--- src/rtl/sdram_arbiter.sv ---
// sdram_arbiter: shares one SDRAM sequencer between video line fetch, CPU byte access and auto-refresh.
// Latency: request sampled in IDLE at cycle N -> seq_start at N+1; grant held through the seq_done cycle.
// Backpressure: requesters hold req until their done pulse; the sequencer paces us via seq_done. CPU aging under SDRAM_ARBITER_CPU_AGING_EN.
module sdram_arbiter #(
    parameter int REFRESH_PERIOD = 780,
    parameter int URGENT_LEVEL   = 4,
    parameter int CPU_MAX_WAIT   = 64
) (
    input  logic        clock_100_mhz,
    input  logic        reset,
    input  logic        vid_req,
    input  logic [24:0] vid_addr,
    output logic        vid_gnt,
    output logic        vid_done,
    input  logic        cpu_req,
    input  logic        cpu_we,
    input  logic [25:0] cpu_addr,
    output logic        cpu_gnt,
    output logic        cpu_done,
    output logic        seq_start,
    output logic [1:0]  seq_op,
    output logic [25:0] seq_addr,
    input  logic        seq_done,
    output logic        ref_overflow
);
    localparam logic [1:0] ST_IDLE  = 2'd0;
    localparam logic [1:0] ST_START = 2'd1;
    localparam logic [1:0] ST_BUSY  = 2'd2;

    localparam logic [1:0] OWN_NONE = 2'd0;
    localparam logic [1:0] OWN_VID  = 2'd1;
    localparam logic [1:0] OWN_CPU  = 2'd2;
    localparam logic [1:0] OWN_REF  = 2'd3;

    localparam logic [1:0] OP_RD   = 2'b00;
    localparam logic [1:0] OP_WR   = 2'b01;
    localparam logic [1:0] OP_LINE = 2'b10;
    localparam logic [1:0] OP_REF  = 2'b11;

    localparam int             TW         = (REFRESH_PERIOD > 1) ? $clog2(REFRESH_PERIOD) : 1;
    localparam logic [TW-1:0]  TIMER_LAST = TW'(REFRESH_PERIOD - 1);
    localparam logic [2:0]     URGENT_CNT = 3'(URGENT_LEVEL);

    logic [1:0]    state_q, state_d;
    logic [1:0]    owner_q, owner_d;
    logic [1:0]    op_q, op_d;
    logic [25:0]   addr_q, addr_d;
    logic [TW-1:0] timer_q, timer_d;
    logic [2:0]    pending_q, pending_d;
    logic          ovf_q, ovf_d;
    logic          drain_q, drain_d;

    logic [1:0]    pick_own;
    logic [1:0]    pick_op;
    logic [25:0]   pick_addr;
    logic          ref_urgent;
    logic          ref_tick;
    logic          ref_done;
    logic          busy;
    logic          cpu_aged;

    assign busy       = (state_q == ST_BUSY);
    assign ref_tick   = (timer_q == TIMER_LAST);
    assign ref_done   = busy && seq_done && (owner_q == OWN_REF);
    // Once the backlog reaches the urgent level, refresh keeps top rank until the backlog is empty.
    assign ref_urgent = (pending_q >= URGENT_CNT) || (drain_q && (pending_q != 3'd0));

    assign seq_start    = (state_q == ST_START);
    assign seq_op       = op_q;
    assign seq_addr     = addr_q;
    assign vid_gnt      = (state_q != ST_IDLE) && (owner_q == OWN_VID);
    assign cpu_gnt      = (state_q != ST_IDLE) && (owner_q == OWN_CPU);
    assign vid_done     = busy && seq_done && (owner_q == OWN_VID);
    assign cpu_done     = busy && seq_done && (owner_q == OWN_CPU);
    assign ref_overflow = ovf_q;

`ifdef SDRAM_ARBITER_CPU_AGING_EN
    localparam int            WW       = $clog2(CPU_MAX_WAIT + 1);
    localparam logic [WW-1:0] WAIT_MAX = WW'(CPU_MAX_WAIT);

    logic [WW-1:0] cpu_wait_q, cpu_wait_d;
    logic          cpu_win;

    assign cpu_aged = cpu_req && (cpu_wait_q == WAIT_MAX);
    assign cpu_win  = (state_q == ST_IDLE) && (pick_own == OWN_CPU);

    // CPU wait counter: counts ungranted request cycles, saturates, clears on grant or withdrawal.
    always_comb begin
        cpu_wait_d = cpu_wait_q;
        if (cpu_win || !cpu_req) begin
            cpu_wait_d = '0;
        end else if (!cpu_gnt && (cpu_wait_q != WAIT_MAX)) begin
            cpu_wait_d = cpu_wait_q + 1'b1;
        end
    end

    // Wait counter register.
    always_ff @(posedge clock_100_mhz) begin
        if (reset) begin
            cpu_wait_q <= '0;
        end else begin
            cpu_wait_q <= cpu_wait_d;
        end
    end
`else
    assign cpu_aged = 1'b0;
`endif

    // Winner selection: urgent refresh, aged CPU, video, CPU, then background refresh.
    always_comb begin
        pick_own  = OWN_NONE;
        pick_op   = OP_RD;
        pick_addr = '0;
        if (ref_urgent) begin
            pick_own = OWN_REF;
            pick_op  = OP_REF;
        end else if (cpu_aged) begin
            pick_own  = OWN_CPU;
            pick_op   = cpu_we ? OP_WR : OP_RD;
            pick_addr = cpu_addr;
        end else if (vid_req) begin
            pick_own  = OWN_VID;
            pick_op   = OP_LINE;
            pick_addr = {vid_addr, 1'b0};
        end else if (cpu_req) begin
            pick_own  = OWN_CPU;
            pick_op   = cpu_we ? OP_WR : OP_RD;
            pick_addr = cpu_addr;
        end else if (pending_q != 3'd0) begin
            pick_own = OWN_REF;
            pick_op  = OP_REF;
        end
    end

    // Transaction FSM: latch the winner on IDLE->START and hold it until seq_done.
    always_comb begin
        state_d = state_q;
        owner_d = owner_q;
        op_d    = op_q;
        addr_d  = addr_q;
        case (state_q)
            ST_IDLE: begin
                if (pick_own != OWN_NONE) begin
                    state_d = ST_START;
                    owner_d = pick_own;
                    op_d    = pick_op;
                    addr_d  = pick_addr;
                end
            end
            ST_START: state_d = ST_BUSY;
            ST_BUSY:  if (seq_done) state_d = ST_IDLE;
            default:  state_d = ST_IDLE;
        endcase
    end

    // Refresh timer, pending backlog, drain episode and sticky overflow.
    always_comb begin
        timer_d   = ref_tick ? '0 : timer_q + 1'b1;
        pending_d = pending_q;
        ovf_d     = ovf_q;
        if (ref_tick && !ref_done) begin
            if (pending_q == 3'd7) begin
                ovf_d = 1'b1;
            end else begin
                pending_d = pending_q + 3'd1;
            end
        end else if (ref_done && !ref_tick) begin
            pending_d = pending_q - 3'd1;
        end
        if (pending_q >= URGENT_CNT) begin
            drain_d = 1'b1;
        end else if (pending_q == 3'd0) begin
            drain_d = 1'b0;
        end else begin
            drain_d = drain_q;
        end
    end

    // State registers with synchronous reset.
    always_ff @(posedge clock_100_mhz) begin
        if (reset) begin
            state_q   <= ST_IDLE;
            owner_q   <= OWN_NONE;
            op_q      <= 2'b00;
            addr_q    <= '0;
            timer_q   <= '0;
            pending_q <= 3'd0;
            ovf_q     <= 1'b0;
            drain_q   <= 1'b0;
        end else begin
            state_q   <= state_d;
            owner_q   <= owner_d;
            op_q      <= op_d;
            addr_q    <= addr_d;
            timer_q   <= timer_d;
            pending_q <= pending_d;
            ovf_q     <= ovf_d;
            drain_q   <= drain_d;
        end
    end
endmodule

--- config.mk ---
export PLATFORM = sky130hd
export DESIGN_NAME = sdram_arbiter
export DESIGN_NICKNAME = d
export VERILOG_FILES = /design/src/rtl/sdram_arbiter.sv
export SDC_FILE = /design/constraint.sdc
export NUM_CORES = 1
export LEC_CHECK = 0
export ABC_CLOCK_PERIOD_IN_PS = 2600
export CAP_MARGIN = 20
export CELL_PAD_IN_SITES_DETAIL_PLACEMENT = 0
export CELL_PAD_IN_SITES_GLOBAL_PLACEMENT = 1
export CORE_MARGIN = 2
export CORE_UTILIZATION = 27
export DETAILED_ROUTE_END_ITERATION = 8
export PLACE_DENSITY = 0.84
export SLEW_MARGIN = 20
export SYNTH_ARGS = -nofsm -noshare
export SYNTH_HDL_FRONTEND = slang
export SYNTH_SLANG_ARGS = --single-unit
export TNS_END_PERCENT = 50
--- constraint.sdc ---
create_clock -name clock_100_mhz -period 2.6 [get_ports clock_100_mhz]
set_input_delay 0.26 -clock clock_100_mhz [delete_from_list [all_inputs] [get_ports clock_100_mhz]]
set_output_delay 0.26 -clock clock_100_mhz [all_outputs]
set_load 0.03 [all_outputs]
Word level (Yosys, flattened, before mapping)
Cells that the tools add are included.

Output and inout bits: 34. Word-level logic and storage cells: 65. Bits of input ports: 57. Register bits: 47.

Multiplexer cells: 19. Reduce and logical (&&, ||, !) cells: 24. Equal/unequal tests: 10. $add $sub $neg: 3. Order comparisons: 1.

Operators with widths (count): 2-to-1 mux 26 bit (3); 2-to-1 mux 2 bit (9); adder 10 x 1 -> 10 bit (second input constant) (1); == test 10 bit (second input constant) (1); logical AND 1 bit (9); 2-to-1 mux 3 bit (3); AND reduction 2 bit (4); nonzero test 2 bit (4); == test 2 bit (second input constant) (3); inequality test 2 bit (second input constant) (3); one-hot mux 2 bit (3 select lines) (1); == test 2 x 1 -> 1 bit (second input constant) (2); adder 3 x 1 -> 3 bit (second input constant) (1); == test 3 bit (second input constant) (1); greater-or-equal comparator 3 bit (second input constant) (1); logical NOT 3 bit (1); 2-to-1 mux 1 bit (3); nonzero test 3 bit (1); subtractor 3 x 1 -> 3 bit (second input constant) (1); logical NOT 1 bit (2); logical NOT 2 bit (1); OR reduction 2 bit (1); logical OR 1 bit (1).

Depth between registers and ports, before layout
Gate-level depths: netlist of the first run.

Depth after elaboration: 8. Gate-level depth with buffers: 8. Mapped depth without buffers: 8.

Least setup slack after synthesis of the first run
No wires, ideal clock.

Path type: register -> register. From: register timer_q[5]. To: register pending_q[2]. Buffers on the path: 0. Required time: 2.479 ns. Period minus slack after synthesis: 2.573 ns. Path slack: 0.027 ns. Cell stages (with the launch flop): 8. Arrival time: 2.452 ns. Library setup time: 0.121 ns. Cell sequence: dfxtp_1 -> or4_4 -> nor4_4 -> nand2_1 -> fa_1 -> or3_1 -> mux2i_1 -> mux2_2.

Word-level cells in the longest chain between the ends: 5. Elaborated cells between the ends (all ways): 8. Classes of those cells: eq/ne: 2; mux: 1; reduce/logical: 5.

Ends and longest elaborated chain: from (decl) (line 48) `logic [TW-1:0] timer_q, timer_d;`; from (signal assigned) (line 195) `timer_q <= timer_d;`; == test 10 bit * (line 63) `assign ref_tick = (timer_q == TIMER_LAST);`; logical NOT 1 bit (line 167) `end else if (ref_done && !ref_tick) begin`; logical AND 1 bit (line 167); nonzero test 2 bit (no source line); AND reduction 2 bit (no source line); to (signal assigned) (line 196) `pending_q <= pending_d;`; to (decl) (line 49) `logic [2:0] pending_q, pending_d;`.

Every way passes the cells marked *; elsewhere a longest branch is shown, timed or not. A chain may end at the register's enable or synchronous reset.

Worst setup path in the final report of the first run
Ends and elaborated chain as after synthesis.

==> results of run 1 <==
registers in the layout, summed over array words and instances, names as in the netlist:
register / cells
timer_q: 10
state_q: 2
pending_q: 3
seq_addr: 26
owner_q: 2
seq_op: 1
ref_overflow: 1
drain_q: 1
layer usage:
metal  GRT usage [%]  wire [µm]  vias up  part of all wire [%]
met2            22.2       2420       60                    47
met5               0          0        -                     0
li1                -          -      952                     -
met1            14.7       2330      869                    45
met4            5.38         95        0                   1.8
met3            3.86        324        7                   6.3
cell type report:
class | count | share of cell area [%]
Multi-Input combinational cell | 143 | 31.6
Timing Repair Buffer | 100 | 31.0
Sequential cell | 46 | 29.3
Tap cell | 99 | 3.94
Clock buffer | 6 | 2.63
Clock inverter | 1 | 0.955
Inverter | 5 | 0.597
layout by cell type, fill, tap and decap left out, types with 2 or more instances in the layout:
master           Yosys  layout
or2_2                2       2
nand3_1              4       4
nor3_1               4       4
nor2_1              21      21
buf_4                1      10
a22oi_1             25      25
nand2_1             15      15
mux2i_1              2       2
inv_1                5       5
dfxtp_1             46      46
clkdlybuf4s50_1      0      90
nor2b_1              5       4
o2bb2ai_1           25      25
o21ai_0              2       2
xor2_1               2       2
a21o_1               3       3
a21oi_1              5       5
mux2_2               2       2
clkbuf_8             0       6
xnor2_1              6       6
o21a_1               2       2
cells in the mapped netlist (2+ instances only):
cell type	n	area share [%]
dfxtp_1	46	46
a21o_1	3	1.1
nor2b_1	5	1.6
mux2i_1	2	1.0
nor2_1	21	4.0
nor3_1	4	1.0
nand3_1	4	1.0
a22oi_1	25	9.4
o21a_1	2	0.76
mux2_2	2	1.1
or2_2	2	0.63
buf_2	5	1.3
clkbuf_1	7	1.3
xnor2_1	6	2.6
o21ai_0	2	0.50
o2bb2ai_1	25	11
xor2_1	2	0.88
inv_1	5	0.94
nand2_1	15	2.8
a21oi_1	5	1.3
kinds of logic (layout without fill, tap and decap cells):
group | Yosys count | count (layout) | share of synthesized area (%)
simple gates | 61 | 61 | 15.4
mux | 5 | 5 | 2.71
xor+xnor | 8 | 8 | 3.53
compound gates | 67 | 67 | 26.4
fa+ha+maj | 2 | 2 | 1.64
buf+inv | 18 | 112 | 3.90
flops | 46 | 46 | 46.3
where the power goes:
part	internal (mW)	total [mW]	leakage [nW]	switching (mW)
Combinational	0.186	0.369	0.671	0.183
Sequential	0.746	0.772	0.376	0.0265
Clock	0.308	0.545	0.0573	0.237
Total	1.24	1.69	1.10	0.447
per-stage QoR:
step | cell area (µm²) | hold WS, ns | setup slack, ns | cells
3_5_place_dp | 3030 | 0.449 | 0.0788 | 393
3_3_place_gp | 3030 | 0.443 | 0.113 | 393
4_1_cts | 3140 | 0.463 | 0.0515 | 400
6_report | 3150 | 0.458 | 0.103 | 400
2_1_floorplan | 1990 | 0.414 | 0.0271 | 207
5_1_grt | 3150 | 0.484 | 0.0120 | 400
critical path, stage by stage, from the launching register on:
cell     delay [ns]
dfxtp_1        0.32
or4_4          0.54
nor4_4         0.24
nand2_1        0.10
fa_2           0.35
or3_1          0.35
mux2i_1        0.15
mux2_2         0.34
final timing paths:
check	slack, ns	endpoint	cells after the start
worst max-delay path	0.10	pending_q[2]	7
worst min-delay path	0.46	seq_addr[0]	2
worst max register to register	0.10	pending_q[2]	7
worst min register to register	0.46	seq_addr[0]	2
repair_timing:
action	CTS	global route
buffers inserted	0	0
setup endpoints to repair	0	1
resized for setup	0	1
==> run metrics, run 1 <==
static leakage 1.10 nW; core area 7180 µm²; Layout area overhead 58.3%; Root Buffer clkbuf_8; DIE AREA 8060 µm²; Final setup viols 0; FF/Latch Area 921 µm²; first-pass GRT wire length 8.47 mm; Avg Synthesized Cell Area 9.60 µm²; Post-synth top flop dfxtp_1; GPL Wtd Cong 0.732; drt pass-1 iters 4; status finished clean; row cnt 31; Worst-Margin Slew 0.582 ns; global route total overflow 0; Worst Hold Class register to register; I/O pin cnt 91; Syn Nets 266; Crit. Startpoint timer_q[5]; Power per Cell Area 536 nW/µm²; CTS buffer count 5; Mapped Area 1990 µm²; Antenna diodes 0; antenna violations before repair 0; RSZ-0062 raised after global routing false; dpl hpwl 3.63 mm; CTS hold repair buffers 0; EDFF count, synth 0; final hold vios 0; DR vias/cell 4.72; Slew Limit Fails 0; vias 1888; FMAX 401 MHz; CTS tree built; Port-buffer cells 90; Post-route DRC 0; CTS Buffer Depth 2; Setup crit end kind register; clock transition at the registers of the reported paths 0.09 ns; vias in the first global route 1922; Layout Nets 360; Sink Count 46; yosys warns 0; largest fanout on the critical path 2; max-cap viol count 0; Starting Density 27.7%; CP startpoint kind register; # fillers 724; Final period util 96.0%; CP Data Arrival Time 2.70 ns; critical path required time 2.80 ns; Synth cell types 39; flops & latches, synth 46; WS Path Type register to register; CTS H-tree lvls 2; TNS Setup 0 ns; Vert. Die Dim 89.8 µm; Tot GR Track Use 12.8%; crit path time final 2.50 ns; WL per Instance 12.9 µm; Setup Skew 0.0103 ns; drt total wl 5.18 mm; clock latency on the worst-skew pair 0.30 ns; FF-to-FF Start timer_q[5]; share of cells above drive strength 1 8.97%; Worst VDD drop 0.238 mV; HP Start seq_addr[0]; largest net degree at the start of global routing 30; die width 89.8 µm; initial DRC count 72; fraction of registers with async set/reset 0%; Core Util, Final 43.8%; multi-input logic area 993 µm²; register area share after synthesis 46.3%; Gate Count Post-Synth 207; max_slew headroom 61.1%; Routed Antenna Nets 0; Tot Pwr 1.69 mW
Power figures use the tool's default switching activity.
==> run 2, diff against run 1 <==
--- a/config.mk
+++ b/config.mk
@@ -5,14 +5,14 @@
 export SDC_FILE = /design/constraint.sdc
 export NUM_CORES = 1
 export LEC_CHECK = 0
-export ABC_CLOCK_PERIOD_IN_PS = 2600
+export ABC_CLOCK_PERIOD_IN_PS = 3000
 export CAP_MARGIN = 20
 export CELL_PAD_IN_SITES_DETAIL_PLACEMENT = 0
 export CELL_PAD_IN_SITES_GLOBAL_PLACEMENT = 1
 export CORE_MARGIN = 2
-export CORE_UTILIZATION = 27
+export CORE_UTILIZATION = 32
 export DETAILED_ROUTE_END_ITERATION = 8
-export PLACE_DENSITY = 0.84
+export PLACE_DENSITY = 0.92
 export SLEW_MARGIN = 20
 export SYNTH_ARGS = -nofsm -noshare
 export SYNTH_HDL_FRONTEND = slang
==> constraint.sdc (replaced) <==
create_clock -name clock_100_mhz -period 3 [get_ports clock_100_mhz]
set_input_delay 0.3 -clock clock_100_mhz [delete_from_list [all_inputs] [get_ports clock_100_mhz]]
set_output_delay 0.3 -clock clock_100_mhz [all_outputs]
set_load 0.03 [all_outputs]
==> run 2 against run 1 <==
Against the previous run: cell count is 7.2% lower; largest power group unchanged; critical path depth did not move; power shrank 14%; sequential share of layout area increased by 0.61 points; die area down 15%; wire length shrank 3.3%; hold slack about the same.
==> run metrics, run 2 (synthesized netlist as in run 1, its figures left out) <==
status finished clean; final worst setup slack 0.318 ns; Final period util 89.4%; max-cap viol count 0; Slowest Stage Delay on Critical Path 0.55 ns; Tot Pwr 1.46 mW; Layout area overhead 55.1%; GPL Wtd Cong 0.729; core area 5960 µm²; CTS hold repair buffers 0; antenna violations before repair 0; CTS Buffer Depth 2; Routed Antenna Nets 0; worst path bufs/invs 0; flip-flop count of the largest register after layout 26; clock transition at the registers of the reported paths 0.09 ns; max_slew headroom 55.7%; Final setup viols 0; Placed Instance Area 2970 µm²; drt total wl 5.01 mm; critical path required time 3.20 ns; I/O pin cnt 91; commonest non-fill, non-tap cells in the layout 90 x clkdlybuf4s50_1, 46 x dfxtp_1, 25 x a22oi_1, 25 x o2bb2ai_1, 21 x nor2_1; RSZ-0062 raised after global routing false; post-CTS sizing 0; pre-CTS setup slack 0.329 ns; Setup crit end kind register; Worst Hold Class register to register; Layout Nets 354; DR vias/cell 4.98; WS Path Type register to register; post-route design area 3080 µm²; CTS H-tree lvls 2; FMAX 373 MHz; dpl hpwl 3.70 mm; critical path's top delay family simple AND/OR/NAND/NOR gates; TNS Setup 0 ns; largest fanout on the critical path 5; vias in the first global route 1794; Power per Cell Area 473 nW/µm²; DIE AREA 6860 µm²; die width 82.8 µm; clock latency on the worst-skew pair 0.30 ns; largest net degree at the start of global routing 26; Tot GR Track Use 15.5%; slowest stage cell, crit path or4_4; Starting Density 33.4%; CP startpoint kind register; global route total overflow 0; first-pass GRT wire length 8.15 mm; share of cells above drive strength 1 7.09%; Post-route DRC 0; CTS tree built; Antenna diodes 0; Vert. Die Dim 82.8 µm; Worst VDD drop 0.200 mV; vias 1848; Slew Limit Fails 0; crit path time final 2.68 ns; Port-buffer cells 90; CTS buffer count 5; post-CTS setup buffers 0; Root Buffer clkbuf_8; static leakage 1.07 nW; WL per Instance 13.5 µm; Core Util, Final 51.7%; Sink Count 46; final hold vios 0; worst path cell trace or4_4 > nor4_4 > nand2_1 > fa_1 > or3_1 > mux2i_1 > mux2_2; most common cell after layout, fill and taps aside clkdlybuf4s50_1; row cnt 28; Worst-Margin Slew 0.662 ns; initial DRC count 64; Setup Skew 0.00618 ns; drt pass-1 iters 4; CP Data Arrival Time 2.88 ns
run 2: changes by cell type in the layout (fill, tap and decap cells not counted), sizes merged:
cell / change
buf: -6
clkbuf: -1
clkinvlp: +2
run 2: where the power goes:
part           total, mW  switching [mW]  internal (mW)
combinational      0.320           0.159          0.161
clock              0.466           0.219          0.248
sequential         0.670          0.0235          0.647
run 2: final cells by class:
cell class,instances,area (µm²)
Sequential cell,46,921
Timing Repair Buffer,94,943
Multi-Input combinational cell,143,991
Clock buffer,5,68.8
Fill cell,582,2870
Tap cell,75,93.8
Inverter,5,18.8
Clock inverter,3,45.0
run 2: path summary, 6_finish.rpt:
kind	start	to	slack, ns	depth (start not counted)
max	timer_q[5]	pending_q[2]	0.32	7
min	seq_op[0]	seq_op[0]	0.46	2
max reg2reg	timer_q[5]	pending_q[2]	0.32	7
min reg2reg	seq_op[0]	seq_op[0]	0.46	2
run 2: metal layers:
layer / vias up / share of wire (%) / global-route usage, %
met5: - / 0 / 0
met2: 62 / 45 / 24.9
met1: 834 / 44 / 18.6
li1: 945 / - / -
met3: 7 / 9.0 / 6.71
met4: 0 / 1.1 / 4.92
run 2: per-stage QoR:
step | hold WS, ns | std cells
after CTS | 0.461 | 371
after floorplan | 0.430 | 207
after global placement | 0.443 | 363
final | 0.458 | 371
after global routing | 0.483 | 371
after detailed placement | 0.446 | 363
run 2: worst min-delay path: cells and delay by family, from the launching register on:
family | cells | cell delay [ns]
compound gates | 1 | 0.05
simple gates | 1 | 0.05
flops | 1 | 0.32
